<file path="src/rtl/somador_serial16.sv">
// Serial adder: feeds one nibble per clock to an external somador4b, chains the carry and rebuilds the sum.
// Optional subtraction (op_sub port) is enabled by defining SOMADOR_SUBTRACAO_EN.
module somador_serial16 #(
  parameter int NIBBLES = 4
) (
  input  logic                   clk,
  input  logic                   rst_n,
  input  logic                   in_valid,
  output logic                   in_ready,
  input  logic [4*NIBBLES-1:0]   op_a,
  input  logic [4*NIBBLES-1:0]   op_b,
  input  logic                   op_cin,
`ifdef SOMADOR_SUBTRACAO_EN
  input  logic                   op_sub,
`endif
  output logic                   out_valid,
  input  logic                   out_ready,
  output logic [4*NIBBLES-1:0]   sum,
  output logic                   cout,
  output logic                   busy,
  output logic [3:0]             nib_a,
  output logic [3:0]             nib_b,
  output logic                   nib_cin,
  input  logic [3:0]             nib_s,
  input  logic                   nib_cout
);

  localparam int W     = 4 * NIBBLES;
  localparam int IDX_W = (NIBBLES > 1) ? $clog2(NIBBLES) : 1;
  localparam logic [IDX_W-1:0] LAST_IDX = IDX_W'(NIBBLES - 1);

  localparam logic [1:0] IDLE = 2'd0;
  localparam logic [1:0] CALC = 2'd1;
  localparam logic [1:0] DONE = 2'd2;

  logic [1:0]       state_q, state_d;
  logic [IDX_W-1:0] idx_q, idx_d;
  logic             carry_q, carry_d;
  logic [W-1:0]     a_q, a_d;
  logic [W-1:0]     b_q, b_d;
  logic [W-1:0]     sum_q, sum_d;
  logic             cout_q, cout_d;
  logic [3:0]       a_sel, b_sel;
  logic [3:0]       s_fix;

  // somador4b returns its sum bit-reversed (nib_s[3] is the LSB).
  assign s_fix = {nib_s[0], nib_s[1], nib_s[2], nib_s[3]};

  always_comb begin
    a_sel = 4'd0;
    b_sel = 4'd0;
    for (int i = 0; i < NIBBLES; i++) begin
      if (idx_q == IDX_W'(i)) begin
        a_sel = a_q[4*i +: 4];
        b_sel = b_q[4*i +: 4];
      end
    end
  end

  assign in_ready  = (state_q == IDLE);
  assign busy      = (state_q != IDLE);
  assign out_valid = (state_q == DONE);
  assign sum       = sum_q;
  assign cout      = cout_q;
  assign nib_a     = (state_q == CALC) ? a_sel   : 4'd0;
  assign nib_b     = (state_q == CALC) ? b_sel   : 4'd0;
  assign nib_cin   = (state_q == CALC) ? carry_q : 1'b0;

  always_comb begin
    state_d = state_q;
    idx_d   = idx_q;
    carry_d = carry_q;
    a_d     = a_q;
    b_d     = b_q;
    sum_d   = sum_q;
    cout_d  = cout_q;
    case (state_q)
      IDLE: begin
        if (in_valid) begin
          a_d     = op_a;
          b_d     = op_b;
          carry_d = op_cin;
`ifdef SOMADOR_SUBTRACAO_EN
          // Two's-complement subtract: A + ~B + 1.
          if (op_sub) begin
            b_d     = ~op_b;
            carry_d = 1'b1;
          end
`endif
          idx_d   = '0;
          sum_d   = '0;
          state_d = CALC;
        end
      end
      CALC: begin
        for (int i = 0; i < NIBBLES; i++) begin
          if (idx_q == IDX_W'(i)) sum_d[4*i +: 4] = s_fix;
        end
        carry_d = nib_cout;
        if (idx_q == LAST_IDX) begin
          cout_d  = nib_cout;
          idx_d   = '0;
          state_d = DONE;
        end else begin
          idx_d = idx_q + IDX_W'(1);
        end
      end
      DONE: begin
        if (out_ready) state_d = IDLE;
      end
      default: state_d = IDLE;
    endcase
  end

  always_ff @(posedge clk) begin
    if (!rst_n) begin
      state_q <= IDLE;
      idx_q   <= '0;
      carry_q <= 1'b0;
      a_q     <= '0;
      b_q     <= '0;
      sum_q   <= '0;
      cout_q  <= 1'b0;
    end else begin
      state_q <= state_d;
      idx_q   <= idx_d;
      carry_q <= carry_d;
      a_q     <= a_d;
      b_q     <= b_d;
      sum_q   <= sum_d;
      cout_q  <= cout_d;
    end
  end

endmodule
</file>
<file path="config.mk">
export PLATFORM = sky130hd
export DESIGN_NAME = somador_serial16
export DESIGN_NICKNAME = d
export VERILOG_FILES = /design/src/rtl/somador_serial16.sv
export SDC_FILE = /design/constraint.sdc
export NUM_CORES = 1
export LEC_CHECK = 0
export BUFFER_PORTS_ARGS = -buffer_cell sky130_fd_sc_hd__buf_4
export CAP_MARGIN = 5
export CORE_MARGIN = 4
export CORE_UTILIZATION = 35
export CTS_BUF_LIST = sky130_fd_sc_hd__clkbuf_8
export DETAILED_ROUTE_END_ITERATION = 8
export GPL_TIMING_DRIVEN = 0
export PLACE_DENSITY = 0.65
export SKIP_CTS_REPAIR_TIMING = 1
export SLEW_MARGIN = 20
export SYNTH_ARGS = -nofsm -noshare
export SYNTH_HDL_FRONTEND = slang
export SYNTH_SLANG_ARGS = --single-unit
</file>
<file path="constraint.sdc">
create_clock -name clk -period 3.45 [get_ports clk]
set_input_delay 0.1725 -clock clk [delete_from_list [all_inputs] [get_ports clk]]
set_output_delay 0.1725 -clock clk [all_outputs]
set_load 0.01 [all_outputs]
</file>
==> qor.yml <==
synth.yosys.warnings: 0
yosys_register_bits: 54
grt_use_total_pct: 15.7
synth.most_common_cell: "nand2_1"
ys_types: 28
pwr-share-comb_pct: 16.1
drv_cap: 0
crit_fanout: 10
finalCriticalPeriod_ns: 2.38
ir_drop_mv: 0.166
initial_core_util_pct: 37.0
rsz0062_at_grt: "false"
maxSlewHeadroom_pct: 65.3
drv_slew: 0
grt_overflow: 0
netlist.top_cell.by_area: "dfxtp_1"
grt_start_max_net_pins: 18
fill_cells: 664
sw_frac_of_total_pct: 27.9
die_h_um: 90.8
vias_per_cell: 5.01
num-nets-final: 413
final_antenna_net_count: 0
portBuffers: 70
drive_above_1_share_pct: 26.1
drtIter0Drc: 87
run_status: "completed"
worst_ep_required_time_ns: 3.28
drc: 0
io_pins: 71
clk_latency_ns: 0.32
antenna_found_initial: 0
htree_levels: 2
p_clk_share_pct: 29.5
r2r_cells: 5
fp.dieW_um: 90.8
postSynth.asyncResetShare_pct: 0
place_hpwl_um: 4910
synth_top_flop_cell: "dfxtp_1"
core_region_area_um2: 6490
startpoint_type: "register"
switchingPower_w: 0.000344
ys_seq_area_share_pct: 45.0
cts_buffer_depth: 2
seq_power_share_pct: 54.4
p_int_w: 0.000890
hp-class: "in -> reg"
syn_avg_cell_area_um2: 8.28
rows: 29
vias: 2230
globalplace.congestion: 0.781
fmax_ghz: 0.420
clock-root-buffer: "clkbuf_8"
pre_cts_slack_ns: 1.44
synth_commonest_cells: "nand2_1, dfxtp_1, a21boi_1, o22ai_1, buf_2"
die_area_um2: 8250
final.setup.tns_ns: 0
drt_wl_total_um: 6510
powerDensity_nw_per_um2: 396
grt_pass1_wl_um: 10500
synth_nets: 336
grt_pass1_vias: 2230
cts_num_sinks: 54
firstDrtPassIters: 4
worst_slew_pin_slew_ns: 0.521
synth_edf_count: 0
syn_to_final_growth_pct: 29.6
min_path_cells: 3
yosysTopAreaCellShare_pct: 45.0
leakage_nw: 1.31
post-route-period-util_pct: 69.0
wl_per_cell_um: 14.6
crit_type: "reg -> out"
arrival_ns: 2.21
syn_inst: 290
cts_tree: "built"
path_clk_slew_ns: 0.11
syn_area_um2: 2400
crit_path_end_kind: "output pin"
fin_ws_ns: 1.07
setup_viol: 0
cts_inserted_buffers: 5
finClkSkew_ns: 0.00858
antenna_cells: 0
finalHoldViolCount: 0
synth_area_leaders: "dfxtp_1, nand2_1, a21boi_1"
==> layout by cell type (no fill, tap or decap), types with 7 or more instances in the layout <==
| cell | count |
|---|---|
| nor2b_1 | 11 |
| nand2_1 | 88 |
| nand3_1 | 10 |
| buf_4 | 70 |
| dfxtp_1 | 54 |
| o22ai_1 | 13 |
| clkbuf_1 | 7 |
| a21boi_1 | 35 |
| a221oi_1 | 8 |
| o41ai_1 | 8 |
| buf_2 | 12 |
==> power by group through the flow <==
stage / Sequential, W / Combinational, W / Clock (W)
3_5_place_dp: 0.000685 / 0.000200 / 0
4_1_cts: 0.000670 / 0.000201 / 0.000368
5_1_grt: 0.000673 / 0.000221 / 0.000391
2_1_floorplan: 0.000682 / 0.000114 / 0
6_report: 0.000670 / 0.000199 / 0.000364
3_3_place_gp: 0.000684 / 0.000197 / 0
==> worst max-delay path: stages, from the launching register on <==
cell      delay [ns]
dfxtp_1         0.39
inv_1           0.09
ha_1            0.18
buf_2           0.19
nor2b_1         0.11
buf_2           0.21
a221oi_1        0.10
o41ai_1         0.42
buf_4           0.20
==> stage by stage <==
step | util, % | cells | cell area (um^2) | total power [W] | hold WS (ns)
detailed placement | 46.6 | 437 | 3020 | 0.000885 | 0.430
floorplan | - | 290 | 2400 | 0.000796 | 0.307
global placement | 46.6 | 437 | 3020 | 0.000881 | 0.421
finish | 47.9 | 445 | 3110 | 0.00123 | 0.0826
global route | 47.9 | 445 | 3110 | 0.00129 | 0.0822
CTS | 47.9 | 445 | 3110 | 0.00124 | 0.0839
==> layer usage <==
| layer | GRT usage [%] | vias up | wire length [um] |
|---|---|---|---|
| met3 | 3.17 | 9 | 203 |
| met1 | 19.6 | 1032 | 3010 |
| met2 | 26.8 | 38 | 3200 |
| met5 | 0 | - | 0 |
| li1 | - | 1151 | - |
| met4 | 5.40 | 0 | 103 |
==> cells by family (layout without fill, tap and decap cells) <==
kind of cell / after synthesis / after routing / synth area share, %
compound gates: 73 / 73 / 22.3
flops: 54 / 54 / 45.0
simple gates: 131 / 131 / 24.9
fa+ha+maj: 4 / 4 / 2.08
buf+inv: 28 / 106 / 5.63
==> path summary, 6_finish.rpt <==
kind / startpoint / endpoint / slack, ns
worst min-delay path: op_a[5] / a_q[5]$_SDFFE_PN0P_ / 0.08
worst min register to register: sum[12]$_SDFFE_PN0P_ / sum[12]$_SDFFE_PN0P_ / 0.45
worst max register to register: idx_q[0]$_SDFFE_PN0P_ / cout$_SDFFE_PN0P_ / 1.81
worst max-delay path: idx_q[1]$_SDFFE_PN0P_ / nib_b[3] / 1.07
==> sequential cells by signal, indices dropped and copies added, names as in the netlist <==
register  count
a_q          16
b_q          16
sum          16
idx_q         2
state_q       2
carry_q       1
cout          1
==> layout make-up <==
| type | count | area (um^2) | share of cell area (%) |
|---|---|---|---|
| plain buffers | 23 | 116 | 3.74 |
| inverters | 5 | 18.8 | 0.603 |
| clock inverters | 3 | 21.3 | 0.683 |
| multi-input cells | 208 | 1190 | 38.1 |
| flip-flops and latches | 54 | 1080 | 34.7 |
| well taps | 77 | 96.3 | 3.09 |
| repair buffers | 70 | 526 | 16.9 |
| clock buffers | 5 | 68.8 | 2.21 |
(Power assumes the default switching activity.)
